## config.mk

```make
export PLATFORM = sky130hd
export DESIGN_NAME = trx_sequencer
export DESIGN_NICKNAME = d
export VERILOG_FILES = /design/src/rtl/trx_sequencer_pkg.sv /design/src/rtl/trx_wait_timer.sv /design/src/rtl/trx_sequencer.sv
export SDC_FILE = /design/constraint.sdc
export NUM_CORES = 1
export LEC_CHECK = 0
export BUFFER_PORTS_ARGS = -buffer_cell sky130_fd_sc_hd__clkbuf_2
export CORE_ASPECT_RATIO = 1.1
export CORE_UTILIZATION = 45
export DETAILED_ROUTE_END_ITERATION = 10
export PLACE_DENSITY = 0.67
export REMOVE_ABC_BUFFERS = 1
export SLEW_MARGIN = 20
export SYNTH_ARGS = -nofsm -noshare
export SYNTH_HDL_FRONTEND = slang
export SYNTH_SLANG_ARGS = --single-unit
```

## constraint.sdc

```tcl
create_clock -name inClock -period 6.39 [get_ports inClock]
set_input_delay 1.278 -clock inClock [delete_from_list [all_inputs] [get_ports inClock]]
set_output_delay 1.278 -clock inClock [all_outputs]
set_load 0.05 [all_outputs]
```

## src/rtl/trx_sequencer_pkg.sv

```systemverilog
// Shared types and constants for the TX/RX frame sequencer.
package trx_sequencer_pkg;

    typedef enum logic [2:0] {
        StIdle,
        StTxFetch,
        StTxLoad,
        StTxWait,
        StRxWait,
        StDone
    } trx_state_e;

    localparam logic [1:0] SEL_IDLE = 2'b00;
    localparam logic [1:0] SEL_TX   = 2'b01;
    localparam logic [1:0] SEL_RX   = 2'b10;

    localparam int unsigned CHIPS_PER_SYMBOL         = 32;
    localparam int unsigned DEFAULT_UNDERRUN_TIMEOUT = 64;

    function automatic logic [1:0] sel_of(trx_state_e st);
        logic [1:0] sel;
        case (st)
            StTxFetch, StTxLoad, StTxWait: sel = SEL_TX;
            StRxWait:                      sel = SEL_RX;
            default:                       sel = SEL_IDLE;
        endcase
        return sel;
    endfunction

    function automatic logic [6:0] sat_inc(logic [6:0] v);
        return (v == 7'd127) ? v : v + 7'd1;
    endfunction

endpackage

```

## src/rtl/trx_wait_timer.sv

```systemverilog
// Clearable saturating up-counter; clear wins over enable.
module trx_wait_timer #(
    parameter int unsigned Width    = 7,
    parameter int unsigned MaxCount = 64
) (
    input  logic             clk_i,
    input  logic             rst_i,
    input  logic             clr_i,
    input  logic             en_i,
    output logic [Width-1:0] count_o
);

    logic [Width-1:0] count_q, count_d;

    always_comb begin
        count_d = count_q;
        if (clr_i) begin
            count_d = '0;
        end else if (en_i && (count_q != Width'(MaxCount))) begin
            count_d = count_q + 1'b1;
        end
    end

    always_ff @(posedge clk_i or posedge rst_i) begin
        if (rst_i) begin
            count_q <= '0;
        end else begin
            count_q <= count_d;
        end
    end

    assign count_o = count_q;

endmodule

```

## src/rtl/trx_sequencer.sv

```systemverilog
// Frame sequencer: feeds the chip coder from the input FIFO (TX) or drains the
// decoder into the output FIFO (RX), with abort, underrun and overflow handling.
module trx_sequencer
    import trx_sequencer_pkg::*;
#(
    parameter int unsigned UNDERRUN_TIMEOUT = DEFAULT_UNDERRUN_TIMEOUT
) (
    input  logic       inClock,
    input  logic       inReset,
    input  logic       inStart,
    input  logic       inMode,
    input  logic [6:0] inFrameLen,
    input  logic       inAbort,
    input  logic       inFifoEmpty,
    output logic       outFifoReadEnable,
    output logic       outCoderLoad,
    input  logic       inCoderDone,
    input  logic       inDecoderValid,
    input  logic [3:0] inDecoderData,
    input  logic       inOutFifoFull,
    output logic       outOutFifoWriteEnable,
    output logic [3:0] outOutFifoData,
    output logic [1:0] outSel,
    output logic       outBusy,
    output logic       outDone,
    output logic [6:0] outSymbolCount,
    output logic       outUnderrun,
    output logic       outOverflow,
    output logic       outLenError
);

    localparam int unsigned TimerWidth = $clog2(UNDERRUN_TIMEOUT + 1);

    trx_state_e       state_q, state_d;
    logic [6:0]       len_q, len_d;
    logic [6:0]       cnt_q, cnt_d;
    logic             und_q, und_d;
    logic             ovf_q, ovf_d;
    logic             lerr_q, lerr_d;
    logic             wr_en_q, wr_en_d;
    logic [3:0]       wr_data_q, wr_data_d;
    logic [1:0]       sel_q;
    logic             busy_q, load_q, done_q;
    logic [6:0]       cnt_inc;
    logic             timer_en;
    logic             timer_expired;
    logic [TimerWidth-1:0] wait_count;

    assign timer_en      = (state_q == StTxFetch) && inFifoEmpty;
    assign timer_expired = timer_en && (wait_count == TimerWidth'(UNDERRUN_TIMEOUT - 1));
    assign cnt_inc       = sat_inc(cnt_q);

    trx_wait_timer #(
        .Width    (TimerWidth),
        .MaxCount (UNDERRUN_TIMEOUT)
    ) u_wait_timer (
        .clk_i   (inClock),
        .rst_i   (inReset),
        .clr_i   (!timer_en),
        .en_i    (timer_en),
        .count_o (wait_count)
    );

    always_comb begin
        state_d   = state_q;
        len_d     = len_q;
        cnt_d     = cnt_q;
        und_d     = und_q;
        ovf_d     = ovf_q;
        lerr_d    = lerr_q;
        wr_en_d   = 1'b0;
        wr_data_d = wr_data_q;
        if (inAbort) begin
            state_d = StIdle;
        end else begin
            case (state_q)
                StIdle: begin
                    if (inStart) begin
                        if (inFrameLen == 7'd0) begin
                            lerr_d = 1'b1;
                        end else begin
                            len_d   = inFrameLen;
                            cnt_d   = 7'd0;
                            und_d   = 1'b0;
                            ovf_d   = 1'b0;
                            state_d = inMode ? StRxWait : StTxFetch;
                        end
                    end
                end
                StTxFetch: begin
                    if (!inFifoEmpty) begin
                        state_d = StTxLoad;
                    end else if (timer_expired) begin
                        und_d   = 1'b1;
                        state_d = StDone;
                    end
                end
                StTxLoad: state_d = StTxWait;
                StTxWait: begin
                    if (inCoderDone) begin
                        cnt_d   = cnt_inc;
                        state_d = (cnt_inc == len_q) ? StDone : StTxFetch;
                    end
                end
                StRxWait: begin
                    if (inDecoderValid) begin
                        cnt_d = cnt_inc;
                        if (inOutFifoFull) begin
                            ovf_d = 1'b1;
                        end else begin
                            wr_en_d   = 1'b1;
                            wr_data_d = inDecoderData;
                        end
                        if (cnt_inc == len_q) begin
                            state_d = StDone;
                        end
                    end
                end
                StDone:  state_d = StIdle;
                default: state_d = StIdle;
            endcase
        end
    end

    // Decoded outputs are registered from the next state so they change with state_q.
    // The RX write strobe lags its capture by one cycle, so it may land in DONE/IDLE.
    always_ff @(posedge inClock or posedge inReset) begin
        if (inReset) begin
            state_q   <= StIdle;
            len_q     <= 7'd0;
            cnt_q     <= 7'd0;
            und_q     <= 1'b0;
            ovf_q     <= 1'b0;
            lerr_q    <= 1'b0;
            wr_en_q   <= 1'b0;
            wr_data_q <= 4'd0;
            sel_q     <= SEL_IDLE;
            busy_q    <= 1'b0;
            load_q    <= 1'b0;
            done_q    <= 1'b0;
        end else begin
            state_q   <= state_d;
            len_q     <= len_d;
            cnt_q     <= cnt_d;
            und_q     <= und_d;
            ovf_q     <= ovf_d;
            lerr_q    <= lerr_d;
            wr_en_q   <= wr_en_d;
            wr_data_q <= wr_data_d;
            sel_q     <= sel_of(state_d);
            busy_q    <= (state_d != StIdle);
            load_q    <= (state_d == StTxLoad);
            done_q    <= (state_d == StDone);
        end
    end

    assign outFifoReadEnable     = (state_q == StTxFetch) && !inFifoEmpty;
    assign outCoderLoad          = load_q;
    assign outOutFifoWriteEnable = wr_en_q;
    assign outOutFifoData        = wr_data_q;
    assign outSel                = sel_q;
    assign outBusy               = busy_q;
    assign outDone               = done_q;
    assign outSymbolCount        = cnt_q;
    assign outUnderrun           = und_q;
    assign outOverflow           = ovf_q;
    assign outLenError           = lerr_q;

endmodule

```

==> key figures, run 1 <==
Outcome
  – Status: complete, no violations

Drt
  – DRC violations left: 0
  – Met1 Wirelength: 1941 um
  – Drt first-iter violations: 98
  – Highest routed layer: met4
  – DRT antenna net count: 0
  – Detailed Routing Iterations Pass 1: 4
  – Post-Route WL: 4250 um
  – Met2 routed WL: 2063 um
  – Routed length on met3: 169 um
  – Via Count: 1,611
  – Drt via density: 5.299
  – Wire length per cell after detailed routing: 13.98 um

Placed design
  – Dpl hpwl: 3184 um
  – Placed cell count: 296
  – Global placer's final weighted congestion: 0.8529
  – Post-Place Cell Area: 2271 um2
  – IO buf count: 40

Worst setup path
  – Slowest Stage Delay on Critical Path: 0.30 ns
  – Crit. End Element: output port
  – Largest fanout on the critical path: 4
  – Critical Path, Cell by Cell: clkbuf_2 -> nor3b_1 -> clkbuf_2
  – Setup Crit Path Kind: primary input to output port
  – Type of element launching the critical path: primary input
  – Data required, critical path: 5.11 ns
  – Top cell family by delay on the critical path: buffers and inverters
  – Most frequent cell on the critical path: sky130_fd_sc_hd__clkbuf_2
  – Data arrival time of the worst path: 1.87 ns
  – Slowest cell on the critical path: sky130_fd_sc_hd__clkbuf_2
  – Crit path buf inv count: 2

STA
  – Number of max-slew violations in the final report: 0
  – Rel. slew slack: 42.51%
  – Final worst clock skew: 0.008980 ns
  – Min Tclk post-route: 3.146 ns
  – Crit share post-route: 49.23%
  – Max Clock Freq: 0.3179 GHz
  – Unrepaired setup endpoints after global routing: false
  – Pin slew with the least headroom to its limit: 0.8606 ns
  – Final hold violation count: 0
  – Setup violations, final: 0
  – Total negative setup slack: 0 ns

Floorplan
  – Number of rows created at floorplan: 25
  – Floorplan die area: 4834 um2
  – Area of the core region: 4348 um2
  – Height of the die: 72.82 um
  – Chip width: 66.39 um
  – Starting density of the core: 47.19%
  – Count of boundary I/O pins: 41

GRT
  – Wire length of the first global-routing pass: 7044 um
  – Number of global-route vias before repair: 1,516
  – Overall Global Routing Usage: 19.35%
  – Congestion Overflow GR: 0
  – Initial antenna violation count: 0
  – Largest net degree at the start of global routing: 38

Yosys
  – Portion of netlist area occupied by mux cells: 4.878%
  – Proportion of netlist area held by the largest area contributor: 45.12%
  – Primary FF master, synth: sky130_fd_sc_hd__dfrtp_1
  – Adder-cell share of the synthesized area: 1.829%
  – Number of flops mapped to enable cells by yosys: 0
  – Count leader, synth: sky130_fd_sc_hd__dfrtp_1
  – Largest family of logic cells by synthesized area: simple AND/OR/NAND/NOR gates
  – Compound-Gate Fraction of Synth Area: 15.24%
  – Number of warnings reported in the yosys synthesis log: 0
  – Post-synth top area cell: sky130_fd_sc_hd__dfrtp_1
  – Synth async-reset ratio: 100.0%
  – Share of the yosys chip area belonging to registers: 45.12%
  – Instance count of the mapped netlist: 208
  – Avg Inst Size Synth: 9.865 um2
  – Top cells by instance count after synthesis: sky130_fd_sc_hd__dfrtp_1 (37), sky130_fd_sc_hd__nand2_1 (25), sky130_fd_sc_hd__nor2_1 (23)
  – Cell types occupying the most area after synthesis: sky130_fd_sc_hd__dfrtp_1 (45%), sky130_fd_sc_hd__nand2_1 (4.6%), sky130_fd_sc_hd__nor2_1 (4.2%), sky130_fd_sc_hd__mux2_1 (3.8%), sky130_fd_sc_hd__a21oi_1 (3.2%)
  – Cell area after synthesis: 2052 um2
  – Post-synthesis share of cell area spent on and, or, nand and nor gates: 22.56%
  – Post-synthesis xor/xnor area fraction: 5.976%
  – Library cells used by synthesis: 52
  – Number of flip-flops and latches in the synthesized netlist: 37

Final layout
  – Number of cells in the finished layout apart from fillers: 304
  – Storage cell area: 925.9 um2
  – Util after Layout: 54.13%
  – Synth-to-Final Area Change: 14.70%
  – Diodes inserted: 0
  – Fill cell count: 402
  – Post-route standard cell area excluding fillers: 2354 um2
  – Final Net Count: 272
  – Multi-input logic area: 1036 um2
  – Share of post-route cells with drive strength above 1: 24.80%

Clock tree
  – Clock-pin slew reported for the worst setup and hold paths after clock tree synthesis: 0.07 ns
  – Resized Gates After CTS: 0
  – Number of CTS-inserted buffers: 5
  – Root Buffer: sky130_fd_sc_hd__clkbuf_8
  – Maximum count of clock buffers along a single path: 2
  – Insertion delay to the later sink of the worst-skew pair: 0.29 ns
  – Clock tree from TritonCTS: done
  – Clock H-tree levels: 2
  – Cts-stage hold buffer count: 0
  – Buffers inserted by post-CTS timing repair: 0
  – Number of clock sinks: 37

Min path
  – Worst hold path class: flop to flop

Flow run
  – Max-cap violation count: 0

Power
  – Power per unit of standard cell area: 253.1 nW/um2
  – Leak: 1.115 nW
  – Worst supply voltage drop on vdd: 0.1814 mV
-- worst register-to-register path, delay by kind of cell (launching register included) --
kind,cells,cell delay (ns)
DFF,1,0.46
AOI/OAI and AO/OA,3,1.17
and+or+nand+nor,2,0.49
muxes,1,0.18
-- flip-flops by register name, indices dropped and copies added (netlist names) --
register / flops
outBusy: 1
outSymbolCount: 7
outSel: 2
outUnderrun: 1
outOverflow: 1
outCoderLoad: 1
outLenError: 1
outOutFifoData: 4
state_q: 3
u_wait_timer.count_o: 7
outOutFifoWriteEnable: 1
len_q: 7
outDone: 1
-- metal layers --
layer  vias to the layer above  global-route usage, %
met2                        36                  30.95
met4                         0                  8.038
met3                         9                  4.688
met1                       753                  24.98
met5                         -                      0
li1                        813                      -
-- report_power, final --
part	internal [W]	switching [W]	leakage (nW)	total, W
registers	0.000260	0.0000224	0.492	0.000282
logic	0.0000532	0.000103	0.578	0.000156
clock network	0.0000756	0.0000823	0.0450	0.000158
total	0.000389	0.000207	1.12	0.000596
-- layout make-up --
| cell class | instances | share of cell area (%) |
|---|---|---|
| inverter | 9 | 1.435 |
| multi-input combinational | 155 | 44.02 |
| clock inverter | 2 | 0.4253 |
| sequential | 37 | 39.34 |
| tap | 54 | 2.871 |
| timing repair buffer | 41 | 8.825 |
| clock buffer | 6 | 3.083 |
-- per-stage QoR --
stage,hold WS (ns),power (W),setup WS (ns)
final,0.4778,0.0005958,3.244
after global routing,0.5126,0.0006262,3.210
after global placement,0.4535,0.0004402,3.259
after CTS,0.4843,0.0006036,3.245
after floorplan,0.4785,0.0004023,2.690
after detailed placement,0.4663,0.0004449,3.254
-- final timing paths --
| path | startpoint | endpoint | slack [ns] | cells after the start |
|---|---|---|---|---|
| worst max-delay path | inFifoEmpty | outFifoReadEnable | 3.24 | 3 |
| worst min-delay path | outLenError$_DFFE_PP0P_ | outLenError$_DFFE_PP0P_ | 0.48 | 1 |
| worst max register to register | state_q[0]$_DFF_PP0_ | outSymbolCount[0]$_DFFE_PP0P_ | 4.01 | 6 |
| worst min register to register | outLenError$_DFFE_PP0P_ | outLenError$_DFFE_PP0P_ | 0.48 | 1 |
| max in group asynchronous | inReset | outSymbolCount[2]$_DFFE_PP0P_ | 4.98 | 3 |
| min in group asynchronous | inReset | outSymbolCount[6]$_DFFE_PP0P_ | 1.06 | 3 |
-- placed cells by master (no fill, tap or decap), drive strengths merged, types with 2 or more instances in the layout --
master / count
xor2: 7
clkinv: 2
nor2b: 3
o21ai: 7
and3: 2
clkbuf: 46
xnor2: 7
nand3b: 3
nand3: 12
ha: 3
nand4: 3
dfrtp: 37
a21oi: 14
inv: 9
and2: 3
nand2: 25
mux2: 8
a31oi: 4
or3: 3
nor2: 23
or3b: 2
nor4: 3
a41oi: 2
-- cells by family (layout without fill, tap and decap cells) --
group,Yosys count,after routing
compound gates,40,40
xor+xnor,14,14
fa+ha+maj,3,3
buf+inv,16,58
flops,37,37
mux,9,9
simple gates,89,89
Note: power is estimated with default switching activity, not from simulation.
==> inputs of run 2 (changes only) <==
Clock period 6.39 ns to 3.17 ns, I/O delays scaled along.
==> key figures, run 2 (synthesized netlist as in run 1, its figures left out) <==
Floorplan
  – Floorplan die area: 4834 um2
  – Height of the die: 72.82 um
  – Count of boundary I/O pins: 41
  – Chip width: 66.39 um
  – Starting density of the core: 47.19%
  – Area of the core region: 4348 um2
  – Number of rows created at floorplan: 25

GRT
  – Number of global-route vias before repair: 1,559
  – Largest net degree at the start of global routing: 38
  – Initial antenna violation count: 0
  – Wire length of the first global-routing pass: 7093 um
  – Overall Global Routing Usage: 19.53%
  – Congestion Overflow GR: 0

STA
  – Unrepaired setup endpoints after global routing: false
  – Min Tclk post-route: 2.387 ns
  – Final worst clock skew: 0.004283 ns
  – Worst hold-check slack: 0.4288 ns
  – Max Clock Freq: 0.4190 GHz
  – Final hold violation count: 0
  – Crit share post-route: 75.30%
  – Rel. slew slack: 44.63%
  – Setup violations, final: 0
  – Number of max-slew violations in the final report: 0
  – Pin slew with the least headroom to its limit: 0.8288 ns
  – Total negative setup slack: 0 ns
  – Final worst setup slack: 0.7831 ns

Placed design
  – Global placer's final weighted congestion: 0.8181
  – Dpl hpwl: 3199 um
  – IO buf count: 40
  – Pre-CTS worst setup slack: 0.7566 ns
  – Post-Place Cell Area: 2271 um2

Clock tree
  – Buffers inserted by post-CTS timing repair: 0
  – Clock H-tree levels: 2
  – Clock tree from TritonCTS: done
  – Number of clock sinks: 37
  – Root Buffer: sky130_fd_sc_hd__clkbuf_8
  – Resized Gates After CTS: 0
  – Cts-stage hold buffer count: 0
  – Insertion delay to the later sink of the worst-skew pair: 0.29 ns
  – Maximum count of clock buffers along a single path: 2
  – Number of CTS-inserted buffers: 5
  – Clock-pin slew reported for the worst setup and hold paths after clock tree synthesis: 0.07 ns

Final layout
  – Final Net Count: 272
  – Most frequent standard cell in the layout excluding fill and tap cells: sky130_fd_sc_hd__clkbuf_2
  – Synth-to-Final Area Change: 16.34%
  – Share of post-route cells with drive strength above 1: 24.80%
  – Post-route standard cell area excluding fillers: 2387 um2
  – Commonest cells after routing, fill and taps aside: sky130_fd_sc_hd__clkbuf_2 (40), sky130_fd_sc_hd__dfrtp_1 (37), sky130_fd_sc_hd__nand2_1 (25)
  – Diodes inserted: 0

Drt
  – Wire length per cell after detailed routing: 14.22 um
  – Detailed Routing Iterations Pass 1: 5
  – DRC violations left: 0
  – Drt via density: 5.490
  – Post-Route WL: 4322 um
  – Drt first-iter violations: 72
  – Via Count: 1,669
  – DRT antenna net count: 0

Worst setup path
  – Largest fanout on the critical path: 11
  – Data arrival time of the worst path: 2.59 ns
  – Setup Crit Path Kind: flop to flop
  – Type of element launching the critical path: flop
  – Crit. End Element: flop
  – Data required, critical path: 3.38 ns

Outcome
  – Status: complete, no violations

Flow run
  – Max-cap violation count: 0

Power
  – Leak: 1.129 nW
  – Power per unit of standard cell area: 547.3 nW/um2
  – Worst supply voltage drop on vdd: 0.3148 mV

Min path
  – Worst hold path class: primary input to asynchronous set/reset pin
## run 2: worst paths after layout
path	startpoint	end	slack, ns	cells after the start
max	state_q[1]$_DFF_PP0_	outSymbolCount[1]$_DFFE_PP0P_	0.78	6
min	inReset	u_wait_timer.count_o[0]$_DFFE_PP0P_	0.43	3
max reg2reg	state_q[1]$_DFF_PP0_	outSymbolCount[1]$_DFFE_PP0P_	0.78	6
min reg2reg	outLenError$_DFFE_PP0P_	outLenError$_DFFE_PP0P_	0.47	1
max in group asynchronous	inReset	len_q[5]$_DFFE_PP0P_	2.41	3
min in group inClock	outLenError$_DFFE_PP0P_	outLenError$_DFFE_PP0P_	0.47	1
## run 2: cell type report
type                    instances  area (um2)
fillers                       417        1961
multi-input cells             155        1036
flip-flops and latches         37       925.9
repair buffers                 41       207.7
clock buffers                   7       86.33
well taps                      54       67.56
inverters                       9       33.78
clock inverters                 1       30.03
## run 2: where the power goes
group	leakage [nW]	switching [W]	internal [W]
combinational	0.578	0.000207	0.000107
sequential	0.492	0.0000468	0.000524
clock	0.0585	0.000165	0.000257
total	1.13	0.000419	0.000887
## run 2: layer usage
metal  vias to the layer above  track usage [%]  routed length [um]
li1                        813                -                   -
met1                       817            25.60                1920
met4                         0            6.147                  30
met2                        35            31.29                2201
met5                         -                0                   0
met3                         4            5.313                 170
## run 2: per-stage QoR
step	utilization [%]	power (W)	cells
floorplan	-	0.0008110	201
CTS	54.91	0.001320	304
finish	54.91	0.001307	304
global placement	52.23	0.0008907	296
detailed placement	52.23	0.0008960	296
global route	54.91	0.001371	304
## run 2: worst max-delay path, cell delays in order (launching register included)
cell,delay [ns]
sky130_fd_sc_hd__dfrtp_1,0.47
sky130_fd_sc_hd__or2_0,0.41
sky130_fd_sc_hd__nor2_1,0.13
sky130_fd_sc_hd__a21oi_2,0.22
sky130_fd_sc_hd__a21boi_1,0.71
sky130_fd_sc_hd__a21oi_1,0.19
sky130_fd_sc_hd__o21ai_1,0.17
==> inputs of run 3 (changes only) <==
Settings changed: PLACE_DENSITY 0.67 to 0.7.
Clock period 3.17 ns to 2.1 ns, I/O delays scaled along.
==> key figures, run 3 (synthesized netlist as in run 1, its figures left out) <==
STA
  – Max Clock Freq: 0.4898 GHz
  – Final worst setup slack: 0.05832 ns
  – Final hold violation count: 0
  – Pin slew with the least headroom to its limit: 0.4994 ns
  – Number of max-slew violations in the final report: 0
  – Unrepaired setup endpoints after global routing: false
  – Min Tclk post-route: 2.042 ns
  – Crit share post-route: 97.22%
  – Rel. slew slack: 66.51%
  – Final worst clock skew: 0.008745 ns
  – Setup violations, final: 0

GRT
  – Wire length of the first global-routing pass: 7486 um
  – Initial antenna violation count: 0
  – Largest net degree at the start of global routing: 38
  – Congestion Overflow GR: 0
  – Number of global-route vias before repair: 1,616
  – Overall Global Routing Usage: 20.95%

Worst setup path
  – Largest fanout on the critical path: 6
  – Slowest Stage Delay on Critical Path: 0.41 ns
  – Crit path buf inv count: 1
  – Setup Crit Path Kind: flop to flop
  – Source of the worst register-to-register timing path: outSymbolCount[0]$_DFFE_PP0P_
  – Slowest cell on the critical path: sky130_fd_sc_hd__dfrtp_1
  – Data arrival time of the worst path: 2.22 ns
  – Type of element launching the critical path: flop
  – Crit. End Element: flop
  – Data required, critical path: 2.28 ns
  – Critical Path, Cell by Cell: ha_4 -> and3_1 -> or3b_4 -> o2111ai_4 -> buf_6 -> nor2_1 -> a31o_1 -> and2_1
  – Top cell family by delay on the critical path: simple AND/OR/NAND/NOR gates
  – Beginning of the critical path: outSymbolCount[0]$_DFFE_PP0P_

Floorplan
  – Chip width: 66.39 um
  – Floorplan die area: 4834 um2
  – Count of boundary I/O pins: 41
  – Height of the die: 72.82 um
  – Number of rows created at floorplan: 25
  – Area of the core region: 4348 um2
  – Starting density of the core: 47.19%

Final layout
  – Share of post-route cells with drive strength above 1: 32.84%
  – Synth-to-Final Area Change: 25.49%
  – Diodes inserted: 0
  – Util after Layout: 59.22%
  – Commonest cells after routing, fill and taps aside: sky130_fd_sc_hd__clkbuf_2 (40), sky130_fd_sc_hd__dfrtp_1 (35), sky130_fd_sc_hd__nand2_1 (25)
  – Post-route standard cell area excluding fillers: 2575 um2
  – Number of cells in the finished layout apart from fillers: 322
  – Final Net Count: 291
  – Most frequent standard cell in the layout excluding fill and tap cells: sky130_fd_sc_hd__clkbuf_2

Clock tree
  – Insertion delay to the later sink of the worst-skew pair: 0.30 ns
  – Number of clock sinks: 37
  – Clock-pin slew reported for the worst setup and hold paths after clock tree synthesis: 0.07 ns
  – Clock H-tree levels: 2
  – Clock tree from TritonCTS: done
  – Root Buffer: sky130_fd_sc_hd__clkbuf_8
  – Maximum count of clock buffers along a single path: 2
  – Number of CTS-inserted buffers: 5

Drt
  – Post-Route WL: 4547 um
  – Drt first-iter violations: 139
  – DRT antenna net count: 0
  – DRC violations left: 0
  – Via Count: 1,723
  – Drt via density: 5.351
  – Wire length per cell after detailed routing: 14.12 um
  – Detailed Routing Iterations Pass 1: 4

Placed design
  – Global placer's final weighted congestion: 0.8839
  – Post-Place Cell Area: 2391 um2
  – IO buf count: 40
  – Placed cell count: 312
  – Pre-CTS worst setup slack: -0.05179 ns
  – Dpl hpwl: 3346 um

Power
  – Power per unit of standard cell area: 746.5 nW/um2
  – Leak: 1.211 nW
  – Worst supply voltage drop on vdd: 0.4903 mV

Min path
  – Worst hold path class: primary input to asynchronous set/reset pin

Outcome
  – Status: complete, no violations

Flow run
  – Max-cap violation count: 0
==> run 3: layer usage <==
metal | GRT usage (%) | vias up | part of all wire [%]
met5 | 0 | - | 0
met4 | 8.983 | 0 | 2.3
met3 | 5.156 | 7 | 4.5
met2 | 34.81 | 42 | 49
met1 | 25.69 | 824 | 44
li1 | - | 850 | -
==> run 3: per-stage QoR <==
stage	total power [W]	setup TNS, ns	hold slack [ns]
floorplan	0.001224	-0.9697	0.4785
global placement	0.001369	-0.02736	0.4565
detailed placement	0.001379	-0.1116	0.4695
CTS	0.001899	0	0.2231
global route	0.002020	0	0.2557
finish	0.001922	0	0.2118
==> run 3: path summary, 6_finish.rpt <==
path | end | slack (ns) | depth (start not counted)
min in group inClock | outOutFifoData[1]$_DFFE_PP0P_ | 0.32 | 3
min | len_q[5]$_DFFE_PP0P_ | 0.21 | 3
min reg2reg | outLenError$_DFFE_PP0P_ | 0.48 | 1
max reg2reg | state_q[2]$_DFF_PP0_ | 0.06 | 8
max | state_q[2]$_DFF_PP0_ | 0.06 | 8
max in group asynchronous | outSymbolCount[2]$_DFFE_PP0P_ | 1.54 | 3
==> run 3: layout make-up <==
cell class	count	area, um2
Sequential cell	37	928.4
Tap cell	54	67.56
Inverter	9	33.78
Fill cell	370	1773
Multi-Input combinational cell	155	1105
Clock buffer	7	86.33
Timing Repair Buffer	60	354.1
==> run 3: worst min-delay path, stage by stage <==
cell                       delay (ns)
sky130_fd_sc_hd__clkbuf_2        0.08
sky130_fd_sc_hd__inv_1           0.04
sky130_fd_sc_hd__buf_4           0.40
==> run 3: report_power, final <==
| group | switching, W | internal, W |
|---|---|---|
| clock | 0.000247 | 0.000260 |
| combinational | 0.000343 | 0.000216 |
| sequential | 0.0000643 | 0.000791 |
| total | 0.000655 | 0.00127 |
==> run 3: what timing repair did <==
action / in CTS / in global routing
endpoints found under the setup margin: 1 / 8
resized for setup: 3 / 11
buffers inserted: 2 / 1
pin swaps: 4 / 3
hold buffers: 0 / 0
